**src/rtl/sync_fifo_if.sv**
```systemverilog
// Producer/consumer handshake bundle for sync_fifo: push side (in/we/full)
// and first-word fall-through pop side (out/re/empty).
interface sync_fifo_if #(
   parameter int WIDTH = 8
);
   logic [WIDTH-1:0] in;
   logic             we;
   logic             full;
   logic [WIDTH-1:0] out;
   logic             re;
   logic             empty;

   modport master (
      output in,
      output we,
      output re,
      input  full,
      input  out,
      input  empty
   );

   modport slave (
      input  in,
      input  we,
      input  re,
      output full,
      output out,
      output empty
   );
endinterface

```
**src/rtl/sync_fifo.sv**
```systemverilog
// Single-clock FIFO with first-word fall-through read data and full/empty
// flags derived from a registered occupancy count.
module sync_fifo #(
   parameter  int WIDTH = 8,
   parameter  int DEPTH = 8,
   localparam int AW    = $clog2(DEPTH)
) (
   input  logic       clk,
   input  logic       rst,
   sync_fifo_if.slave fifo
);

   localparam logic [AW:0] DEPTH_C = (AW+1)'(DEPTH);

   logic [WIDTH-1:0] mem_q [DEPTH];

   logic [AW-1:0] wr_ptr_q, wr_ptr_d;
   logic [AW-1:0] rd_ptr_q, rd_ptr_d;
   logic [AW:0]   count_q,  count_d;

   logic empty_w;
   logic full_w;
   logic wr_ok;
   logic rd_ok;

   assign empty_w = (count_q == '0);
   assign full_w  = (count_q == DEPTH_C);

   // Each request is qualified by the flags as they stood before the edge.
   assign wr_ok = fifo.we & ~full_w;
   assign rd_ok = fifo.re & ~empty_w;

   always_comb begin
      wr_ptr_d = wr_ptr_q;
      rd_ptr_d = rd_ptr_q;
      count_d  = count_q;

      if (wr_ok) begin
         wr_ptr_d = AW'(wr_ptr_q + 1'b1);
      end
      if (rd_ok) begin
         rd_ptr_d = AW'(rd_ptr_q + 1'b1);
      end

      unique case ({wr_ok, rd_ok})
         2'b10:   count_d = (AW+1)'(count_q + 1'b1);
         2'b01:   count_d = (AW+1)'(count_q - 1'b1);
         default: count_d = count_q;
      endcase
   end

   always_ff @(posedge clk) begin
      if (rst) begin
         wr_ptr_q <= '0;
         rd_ptr_q <= '0;
         count_q  <= '0;
      end else begin
         wr_ptr_q <= wr_ptr_d;
         rd_ptr_q <= rd_ptr_d;
         count_q  <= count_d;
      end
   end

   // Storage is never cleared; stale words are hidden by the empty gate on out.
   always_ff @(posedge clk) begin
      if (wr_ok && !rst) begin
         mem_q[wr_ptr_q] <= fifo.in;
      end
   end

   assign fifo.empty = empty_w;
   assign fifo.full  = full_w;
   assign fifo.out   = empty_w ? '0 : mem_q[rd_ptr_q];

endmodule

```
**src/flat_wrapper.sv**
```systemverilog
// flat-port wrapper written by rule: the top's interface ports become plain ports
module sync_fifo_flat 
#(
   parameter  int WIDTH = 8,
   parameter  int DEPTH = 8,
   localparam int AW    = $clog2(DEPTH)
)
  (clk, rst, fifo_in, fifo_we, fifo_re, fifo_full, fifo_out, fifo_empty);
  sync_fifo_if #(.WIDTH(WIDTH)) fifo_i ();
  input  logic clk;
  input  logic rst;
  input wire logic [$bits(fifo_i.in)-1:0] fifo_in;
  input wire logic [$bits(fifo_i.we)-1:0] fifo_we;
  input wire logic [$bits(fifo_i.re)-1:0] fifo_re;
  output wire logic [$bits(fifo_i.full)-1:0] fifo_full;
  output wire logic [$bits(fifo_i.out)-1:0] fifo_out;
  output wire logic [$bits(fifo_i.empty)-1:0] fifo_empty;
  assign fifo_i.in = fifo_in;
  assign fifo_i.we = fifo_we;
  assign fifo_i.re = fifo_re;
  assign fifo_full = fifo_i.full;
  assign fifo_out = fifo_i.out;
  assign fifo_empty = fifo_i.empty;
  sync_fifo #(.WIDTH(WIDTH), .DEPTH(DEPTH)) u_core (.clk(clk), .rst(rst), .fifo(fifo_i));
endmodule
```
**config.mk**
```make
export PLATFORM = sky130hd
export DESIGN_NAME = sync_fifo_flat
export DESIGN_NICKNAME = d
export VERILOG_FILES = /design/src/rtl/sync_fifo_if.sv /design/src/rtl/sync_fifo.sv /design/src/flat_wrapper.sv
export SDC_FILE = /design/constraint.sdc
export NUM_CORES = 1
export LEC_CHECK = 0
export BUFFER_PORTS_ARGS = -buffer_cell sky130_fd_sc_hd__clkbuf_2
export CAP_MARGIN = 20
export CORE_MARGIN = 3
export CORE_UTILIZATION = 34
export CTS_BUF_LIST = sky130_fd_sc_hd__clkbuf_2
export DETAILED_ROUTE_END_ITERATION = 16
export PLACE_DENSITY = 0.49
export SLEW_MARGIN = 15
export SYNTH_ARGS = -nofsm -noshare
export SYNTH_HDL_FRONTEND = slang
export SYNTH_SLANG_ARGS = --single-unit
export TNS_END_PERCENT = 1
```
**constraint.sdc**
```tcl
create_clock -name clk -period 4.4 [get_ports clk]
set_input_delay 0.88 -clock clk [delete_from_list [all_inputs] [get_ports clk]]
set_output_delay 0.88 -clock clk [all_outputs]
set_load 0.03 [all_outputs]
```
==> flow_metrics.py, run 1 <==
metrics = {
    "flow_run": {
        "max_cap_viol_count": 0,
    },
    "sta": {
        "period_minus_slack_ps": 3133,
        "timing.final.crit_share_pct": 71.20,
        "drv_slew": 0,
        "slew_headroom_pct": 40.42,
        "final.setup.tns_ps": 0,
        "finalSetupViolCount": 0,
        "rsz0062_at_grt": "no",
        "clock-skew-final_ps": 23.14,
        "final_hold_viol_count": 0,
        "worstMarginPinSlew_ps": 890.4,
        "fmax_mhz": 319.2,
    },
    "global_route": {
        "grt_usage_pct": 12.63,
        "grt-ovfl-total": 0,
        "grt_pass1_vias": 1613,
        "grt_start_max_net_pins": 17,
        "grt_pass1_wl_um": 9197,
        "antenna_found_initial": 0,
    },
    "die": {
        "die-area_um2": 10320,
        "io_pins": 22,
        "fp.dieH_um": 101.6,
        "fp.dieW_um": 101.6,
        "fp.coreArea_um2": 8806,
        "num_rows": 34,
        "initial_core_util_pct": 35.27,
    },
    "worst_setup_path": {
        "worstPathCellList": "mux4_2, mux2i_1, nor2_1, clkbuf_2",
        "arrival_ps": 2250,
        "start_kind": "register",
        "worst_path_max_delay_cell": "dfxtp_1",
        "r2r_slack_ps": 1720,
        "endpoint_kind": "output port",
        "critPathRequiredTime_ps": 3520,
        "crit_buf_inv": 1,
        "cp_top_family": "flip-flops",
        "crit_fanout": 16,
        "slowest_delay_ps": 930,
        "critPathKind": "register to output port",
    },
    "routing": {
        "top_layer": "met4",
        "wire_per_inst_um": 18.60,
        "wl_met1_um": 2495,
        "drcViolationCount": 0,
        "vias_per_cell": 4.994,
        "dr.pass1.iters": 4,
        "wl_met3_um": 269,
        "wirelength_um": 5895,
        "wl_met2_um": 3053,
        "dr_total_vias": 1583,
        "drt_iter0_drc": 72,
        "ant_nets": 0,
    },
    "placed_design": {
        "dpl.hpwl_um": 3843,
        "place_congestion": 0.7673,
        "io_buffers": 21,
    },
    "clock_network": {
        "hold_buffers": 0,
        "ctsResizeCount": 0,
        "path_clk_slew_ps": 220,
        "cts_tree": "built",
        "htreeDepth": 3,
        "post-cts-setup-buffers": 0,
        "cts-root-buf": "clkbuf_2",
        "clock_path_buffers": 2,
        "numCtsBuffers": 9,
        "clock_sinks": 77,
        "clk_latency_ps": 500,
    },
    "power_and_ir_drop": {
        "power_frac_seq_pct": 45.5,
        "comb_power_share_pct": 32.6,
        "ir_worst_vdd_v": 0.0001714,
        "p_sw_share_pct": 34.72,
        "p_leak_nw": 1.147,
        "p_per_area_nw_per_um2": 561.3,
        "pwr-share-clk_pct": 22.0,
        "p_sw_mw": 0.6777,
        "internal_power_mw": 1.274,
    },
    "yosys": {
        "yosys_warnings": 0,
        "synth.distinct_cells": 33,
        "synth-seq-cells": 77,
        "yosysSeqAreaShare_pct": 70.27,
        "avgSynthCellArea_um2": 17.64,
        "syn_inst": 176,
        "synth_nets": 194,
        "syn_area_um2": 3105,
    },
    "worst_hold_path": {
        "worstHoldPathType": "register to register",
    },
    "layout": {
        "n_antenna_cell": 0,
        "nets": 222,
        "drive_gt1_share_pct": 31.58,
        "fill_cells": 791,
        "synthToLayoutAreaGrowth_pct": 11.97,
        "utilization_pct": 39.49,
    },
    "run_status": {
        "status": "finished clean",
    },
}
[synth_stat cells]
library cell	instances	area share [%]
xnor2_1	2	0.56
edfxtp_1	64	62
and2_1	1	0.20
clkbuf_2	1	0.16
nor3_1	4	0.64
nor2b_1	1	0.20
a21oi_1	6	0.97
buf_6	2	0.73
nor4_1	2	0.40
buf_2	2	0.32
nand3b_1	2	0.48
nand3_2	1	0.32
a21boi_2	1	0.36
inv_2	1	0.12
ha_1	5	2.0
xor2_1	3	0.85
a31o_2	1	0.28
or4_1	1	0.24
dfxtp_1	13	8.4
mux2i_1	10	3.2
inv_1	3	0.36
clkbuf_8	1	0.44
buf_1	2	0.24
fa_1	1	0.64
nor4_2	1	0.40
nand2b_1	1	0.20
mux4_2	16	12
nor4b_1	1	0.28
clkbuf_1	1	0.12
nor2_1	22	2.7
and3_1	1	0.20
o31ai_1	1	0.24
nand2_1	2	0.24
[cell families after synthesis]
family / after synthesis / share of synthesized area [%]
AO/OA/AOI/OAI: 9 / 1.853
XOR/XNOR: 5 / 1.410
adder cells (fa/ha/maj): 6 / 2.659
buffers and inverters: 13 / 2.498
flip-flops: 77 / 70.27
multiplexers: 26 / 14.83
AND/OR/NAND/NOR: 40 / 6.487
[tightest hold or removal path, stage by stage (launching register included)]
cell	delay (ps)
dfxtp_1	370
mux2i_1	120
nor2_1	70
[through the flow]
step,setup slack (ps),hold WS (ps),power (mW),instance area [um2],std cells
after detailed placement,1360,541.4,1.557,3342,301
final,1267,565.3,1.952,3477,317
after global routing,1061,588.2,2.065,3477,317
after CTS,1153,569.4,1.982,3477,317
after global placement,1555,523.1,1.532,3342,301
after floorplan,1715,484.7,1.386,3105,176
[state kept, by name (all words and copies together), names as in the netlist, named ones only]
name             cells
u_core.count_q       4
u_core.mem_q        64
u_core.rd_ptr_q      3
u_core.wr_ptr_q      3
[routing by layer]
| layer | global-route usage (%) | up-vias |
|---|---|---|
| li1 | - | 742 |
| met1 | 15.80 | 802 |
| met2 | 20.82 | 34 |
| met3 | 3.168 | 5 |
| met4 | 5.521 | 0 |
| met5 | 0 | - |
[power by group through the flow]
stage | combinational (mW) | sequential, mW | clock, mW
2_1_floorplan | 0.506 | 0.879 | 0
3_3_place_gp | 0.633 | 0.899 | 0
3_5_place_dp | 0.653 | 0.903 | 0
4_1_cts | 0.654 | 0.888 | 0.441
5_1_grt | 0.697 | 0.895 | 0.473
6_report | 0.636 | 0.887 | 0.429
[final timing paths]
path | end | cells after the start | from
setup reg to reg | u_core.count_q[3]$_SDFFE_PP0P_ | 9 | u_core.count_q[3]$_SDFFE_PP0P_
setup / recovery | fifo_out[1] | 4 | register
hold reg to reg | u_core.rd_ptr_q[1]$_SDFFE_PP0P_ | 2 | u_core.rd_ptr_q[1]$_SDFFE_PP0P_
hold / removal | u_core.rd_ptr_q[1]$_SDFFE_PP0P_ | 2 | u_core.rd_ptr_q[1]$_SDFFE_PP0P_
[final cells by class]
class / count / area (um2) / share of cell area (%)
multi-input combinational: 86 / 867.1 / 24.94
clock buffer: 9 / 45.04 / 1.295
clock inverter: 7 / 90.09 / 2.591
inverter: 4 / 15.01 / 0.4318
sequential: 77 / 2182 / 62.76
tap: 108 / 135.1 / 3.886
timing repair buffer: 26 / 142.6 / 4.102
[layout by cell type, fill, tap and decap left out, types with 2 or more instances in the layout]
cell       synthesis  routed
nor3_2             0       3
xnor2_1            2       2
nand3b_1           2       2
dfxtp_1           13      13
inv_1              3       3
xor2_1             3       3
a21oi_1            6       6
clkinv_2           0       2
nor2_1            22      22
mux4_2            16      16
clkbuf_2           1      30
buf_4              0       5
bufinv_16          0       2
nor4_1             2       2
edfxtp_1          64      64
mux2i_1           10      10
ha_1               5       5
nand2_1            2       2
No activity file was read; power rests on OpenSTA's default activity.
==> run 2: changes to the inputs <==
--- a/config.mk
+++ b/config.mk
@@ -11,7 +11,7 @@
 export CORE_UTILIZATION = 34
 export CTS_BUF_LIST = sky130_fd_sc_hd__clkbuf_2
 export DETAILED_ROUTE_END_ITERATION = 16
-export PLACE_DENSITY = 0.49
+export PLACE_DENSITY = 0.51
 export SLEW_MARGIN = 15
 export SYNTH_ARGS = -nofsm -noshare
 export SYNTH_HDL_FRONTEND = slang
==> constraint.sdc (replaced) <==
create_clock -name clk -period 2.6 [get_ports clk]
set_input_delay 0.52 -clock clk [delete_from_list [all_inputs] [get_ports clk]]
set_output_delay 0.52 -clock clk [all_outputs]
set_load 0.03 [all_outputs]
==> run 2 against run 1 <==
Net effect:
- critical path depth grew 1
- total power grew 74%
- final cell count grew 3.5%
- highest routed layer unchanged
==> flow_metrics.py, run 2 (synthesis gave the netlist of run 1 again) <==
metrics = {
    "routing": {
        "wirelength_um": 5623,
        "wire_per_inst_um": 17.14,
        "drt_iter0_drc": 108,
        "ant_nets": 0,
        "dr.pass1.iters": 4,
        "vias_per_cell": 4.893,
        "drcViolationCount": 0,
        "dr_total_vias": 1605,
    },
    "placed_design": {
        "dp_cells": 311,
        "io_buffers": 21,
        "place_congestion": 0.7141,
        "dpl.hpwl_um": 3553,
    },
    "power_and_ir_drop": {
        "ir_worst_vdd_v": 0.0003378,
        "p_per_area_nw_per_um2": 940.6,
        "p_leak_nw": 1.216,
    },
    "layout": {
        "largest_reg_flops": 64,
        "synthToLayoutAreaGrowth_pct": 15.95,
        "reg_top3": "u_core.mem_q: 64 flops, u_core.count_q: 4 flops",
        "regArea_um2": 2186,
        "top_register": "u_core.mem_q",
        "multiInputGateArea_um2": 878.3,
        "nets": 233,
        "utilization_pct": 40.89,
        "layout_commonest_cell": "edfxtp_1",
        "drive_gt1_share_pct": 35.91,
        "fill_cells": 801,
        "layoutNonFillerInstCount": 328,
        "n_antenna_cell": 0,
        "most-common-layout-cells": "edfxtp_1, nor2_1, clkbuf_2",
    },
    "global_route": {
        "grt_pass1_wl_um": 9108,
        "grt_pass1_vias": 1672,
        "grt-ovfl-total": 0,
        "antenna_found_initial": 0,
        "grt_usage_pct": 12.19,
        "grt_start_max_net_pins": 17,
    },
    "sta": {
        "rsz0062_at_grt": "yes",
        "final_hold_viol_count": 0,
        "drv_slew": 0,
        "slew_headroom_pct": 59.98,
        "fmax_mhz": 400.5,
        "finalSetupViolCount": 0,
        "period_minus_slack_ps": 2497,
        "worstMarginPinSlew_ps": 599.5,
        "clock-skew-final_ps": 30.47,
        "timing.final.crit_share_pct": 96.03,
    },
    "die": {
        "initial_core_util_pct": 35.27,
        "die-area_um2": 10320,
        "io_pins": 22,
        "num_rows": 34,
        "fp.dieH_um": 101.6,
        "fp.dieW_um": 101.6,
        "fp.coreArea_um2": 8806,
    },
    "worst_setup_path": {
        "critPathRequiredTime_ps": 2080,
        "arrival_ps": 1980,
        "endpoint_kind": "output port",
        "start_kind": "register",
        "reg2reg_depth": 9,
        "crit_fanout": 8,
        "critPathKind": "register to output port",
    },
    "clock_network": {
        "numCtsBuffers": 9,
        "cts_tree": "built",
        "cts-root-buf": "clkbuf_2",
        "path_clk_slew_ps": 250,
        "htreeDepth": 3,
        "clk_latency_ps": 520,
        "clock_sinks": 77,
        "clock_path_buffers": 2,
    },
    "worst_hold_path": {
        "worstHoldPathType": "input port to register",
        "min_path_cells": 1,
    },
    "run_status": {
        "status": "finished clean",
    },
    "flow_run": {
        "max_cap_viol_count": 0,
    },
}
==> run 2: critical path, stage by stage, from the launching register on <==
cell and delay, ps:
dfxtp_4 430, clkbuf_16 170, mux4_2 490, mux2i_1 140, nor2_1 60, buf_2 180
==> run 2: layout make-up <==
type                    count  area share (%)
flip-flops and latches     77           60.70
multi-input cells          86           24.39
repair buffers             37           7.158
well taps                 108           3.753
clock inverters             7           2.328
clock buffers               9           1.251
inverters                   4          0.4170
==> run 2: layer usage <==
metal  share of wire, %  vias to the layer above  track usage, %
li1                   -                      762               -
met1                 48                      808           16.78
met2                 47                       25           18.26
met3                3.0                       10           2.410
met4                1.8                        0           6.544
met5                  0                        -               0
==> run 2: path summary, 6_finish.rpt <==
kind                                         from                         endpoint  slack, ps
hold reg to reg   u_core.rd_ptr_q[1]$_SDFFE_PP0P_  u_core.rd_ptr_q[1]$_SDFFE_PP0P_        550
hold / removal                         fifo_in[0]     u_core.mem_q[2][0]$_DFFE_PP_        250
setup reg to reg   u_core.count_q[0]$_SDFFE_PP0P_   u_core.count_q[3]$_SDFFE_PP0P_        190
setup / recovery                         register                      fifo_out[2]        100
==> run 2: where the power goes <==
group          leakage, nW  internal (mW)  switching [mW]  total (mW)
logic                0.456          0.518           0.665        1.18
registers            0.685           1.42          0.0891        1.51
clock network       0.0746          0.238           0.458       0.696
total                 1.22           2.17            1.21        3.39
==> run 2: stage by stage <==
step | area [um2] | hold slack (ps) | worst slack [ps] | setup TNS (ps) | power (mW)
after floorplan | 3105 | 484.7 | 275.4 | 0 | 2.345
after global placement | 3427 | 513.0 | 249.1 | 0 | 2.660
after detailed placement | 3427 | 535.0 | 185.2 | 0 | 2.660
after CTS | 3557 | 218.6 | 7.962 | 0 | 3.356
after global routing | 3601 | 219.4 | -29.17 | -141.3 | 3.596
final | 3601 | 250.7 | 103.2 | 0 | 3.387
==> run 2: repair_timing <==
| action | 4_1_cts | 5_1_grt |
|---|---|---|
| hold endpoints to repair | 0 | 0 |
| cloned | 0 | 1 |
| hold buffers | 0 | 0 |
| pin swaps | 0 | 0 |
| gates resized for setup | 1 | 13 |
| endpoints found under the setup margin | 3 | 9 |
| buffers inserted | 0 | 0 |
==> run 3: changes to the inputs <==
==> constraint.sdc (replaced) <==
create_clock -name clk -period 2.6 [get_ports clk]
set_input_delay 0.39 -clock clk [delete_from_list [all_inputs] [get_ports clk]]
set_output_delay 0.39 -clock clk [all_outputs]
set_load 0.03 [all_outputs]
==> run 3 against run 2 <==
Net effect:
- clock skew decreased by 9.6 ps
- combinational power is 5% lower
- wire length down 2.6%
- sequential share of layout area rose by 1.1 points
- critical endpoint is now fifo_out[3]
- register-to-register slack gained 30 ps
==> flow_metrics.py, run 3 (synthesis gave the netlist of run 1 again) <==
metrics = {
    "power_and_ir_drop": {
        "p_sw_share_pct": 35.73,
        "p_leak_nw": 1.180,
        "pwr-share-clk_pct": 20.5,
        "internal_power_mw": 2.112,
        "power_frac_seq_pct": 45.5,
        "comb_power_share_pct": 34.0,
        "p_sw_mw": 1.174,
        "p_per_area_nw_per_um2": 929.4,
        "total_power_mw": 3.286,
        "ir_worst_vdd_v": 0.0004453,
    },
    "routing": {
        "dr_total_vias": 1553,
        "drt_iter0_drc": 116,
        "drcViolationCount": 0,
        "wirelength_um": 5477,
        "wire_per_inst_um": 16.96,
        "ant_nets": 0,
        "vias_per_cell": 4.808,
        "dr.pass1.iters": 4,
    },
    "clock_network": {
        "numCtsBuffers": 9,
        "clock_path_buffers": 2,
        "ctsResizeCount": 0,
        "post-cts-setup-buffers": 0,
        "clock_sinks": 77,
        "hold_buffers": 0,
        "htreeDepth": 3,
        "clk_latency_ps": 490,
        "cts_tree": "built",
        "cts-root-buf": "clkbuf_2",
        "path_clk_slew_ps": 230,
    },
    "global_route": {
        "grt_usage_pct": 12.19,
        "grt-ovfl-total": 0,
        "antenna_found_initial": 0,
        "grt_pass1_vias": 1639,
        "grt_pass1_wl_um": 8942,
        "grt_start_max_net_pins": 17,
    },
    "worst_setup_path": {
        "slowest_delay_ps": 530,
        "crit_fanout": 16,
        "critPathKind": "register to output port",
        "worst_path_max_delay_cell": "mux4_2",
        "cp_top_family": "multiplexers",
        "r2r_slack_ps": 220,
        "worstPathCellList": "buf_8, mux4_2, mux2i_1, nor2_1, clkbuf_2",
        "endpoint_kind": "output port",
        "critPathRequiredTime_ps": 2210,
        "crit_buf_inv": 2,
        "start_kind": "register",
        "arrival_ps": 2010,
    },
    "die": {
        "initial_core_util_pct": 35.27,
        "num_rows": 34,
        "fp.coreArea_um2": 8806,
        "fp.dieH_um": 101.6,
        "io_pins": 22,
        "fp.dieW_um": 101.6,
        "die-area_um2": 10320,
    },
    "placed_design": {
        "io_buffers": 21,
        "place_congestion": 0.8098,
        "dpl.hpwl_um": 3523,
    },
    "sta": {
        "period_minus_slack_ps": 2400,
        "worstMarginPinSlew_ps": 909.4,
        "fmax_mhz": 416.6,
        "final.setup.tns_ps": 0,
        "clock-skew-final_ps": 20.86,
        "rsz0062_at_grt": "no",
        "timing.final.crit_share_pct": 92.31,
        "final_hold_viol_count": 0,
        "drv_slew": 0,
        "slew_headroom_pct": 39.15,
        "finalSetupViolCount": 0,
    },
    "layout": {
        "top_register": "u_core.mem_q",
        "layout_commonest_cell": "edfxtp_1",
        "synthToLayoutAreaGrowth_pct": 13.86,
        "n_antenna_cell": 0,
        "largest_reg_flops": 64,
        "reg_top3": "u_core.mem_q: 64 flops, u_core.count_q: 4 flops",
        "drive_gt1_share_pct": 34.88,
        "nets": 228,
        "most-common-layout-cells": "edfxtp_1, clkbuf_2, nor2_1",
    },
    "worst_hold_path": {
        "worstHoldPathType": "input port to register",
    },
    "flow_run": {
        "max_cap_viol_count": 0,
    },
    "run_status": {
        "status": "finished clean",
    },
}
-- run 3: cell count changes in the layout (fill, tap and decap cells not counted), sizes merged --
cell and change:
clkinv +1, buf -12, clkinvlp -1, clkbuf +7
-- run 3: worst register-to-register path, stage by stage (launching register included) --
cell     delay (ps)
dfxtp_2         400
nor4_4          290
nor2b_1         140
ha_1            260
ha_1            340
a21oi_1         200
a21oi_1         100
or4_1           470
a21oi_1         150
-- run 3: through the flow --
step | instances | hold slack, ps | util, % | area, um2 | setup WS (ps)
finish | 323 | 156.4 | 40.15 | 3536 | 199.9
global route | 323 | 65.71 | 40.15 | 3536 | 17.76
CTS | 323 | 95.85 | 39.88 | 3512 | 10.20
detailed placement | 307 | 528.2 | 38.43 | 3385 | 180.1
global placement | 307 | 516.4 | 38.43 | 3385 | 261.1
floorplan | 176 | 484.7 | - | 3105 | 298.3
-- run 3: area by class of cell --
type | count | area, um2
clock buffers | 9 | 45.04
clock inverters | 7 | 82.58
fillers | 826 | 5270
inverters | 4 | 15.01
multi-input cells | 86 | 878.3
flip-flops and latches | 77 | 2185
well taps | 108 | 135.1
repair buffers | 32 | 195.2
-- run 3: power groups by stage --
stage / Combinational [mW] / Sequential, mW / Clock (mW)
after floorplan: 0.857 / 1.49 / 0
after detailed placement: 1.12 / 1.51 / 0
after CTS: 1.12 / 1.48 / 0.702
after global routing: 1.23 / 1.51 / 0.771
final: 1.12 / 1.49 / 0.674
after global placement: 1.12 / 1.51 / 0
-- run 3: final timing paths --
kind         cells past startpoint                      startpoint                             end
max                              5                        register                     fifo_out[3]
min                              1                      fifo_in[5]    u_core.mem_q[0][5]$_DFFE_PP_
max reg2reg                      8  u_core.count_q[3]$_SDFFE_PP0P_  u_core.count_q[3]$_SDFFE_PP0P_
min reg2reg                      2  u_core.count_q[3]$_SDFFE_PP0P_  u_core.count_q[3]$_SDFFE_PP0P_
-- run 3: per-layer routing --
metal | routed length (um) | vias to the layer above | part of all wire, % | GRT usage (%)
met2 | 2608 | 21 | 48 | 18.71
met5 | 0 | - | 0 | 0
li1 | - | 759 | - | -
met3 | 182 | 5 | 3.3 | 3.168
met4 | 76 | 0 | 1.4 | 5.215
met1 | 2611 | 768 | 48 | 16.48
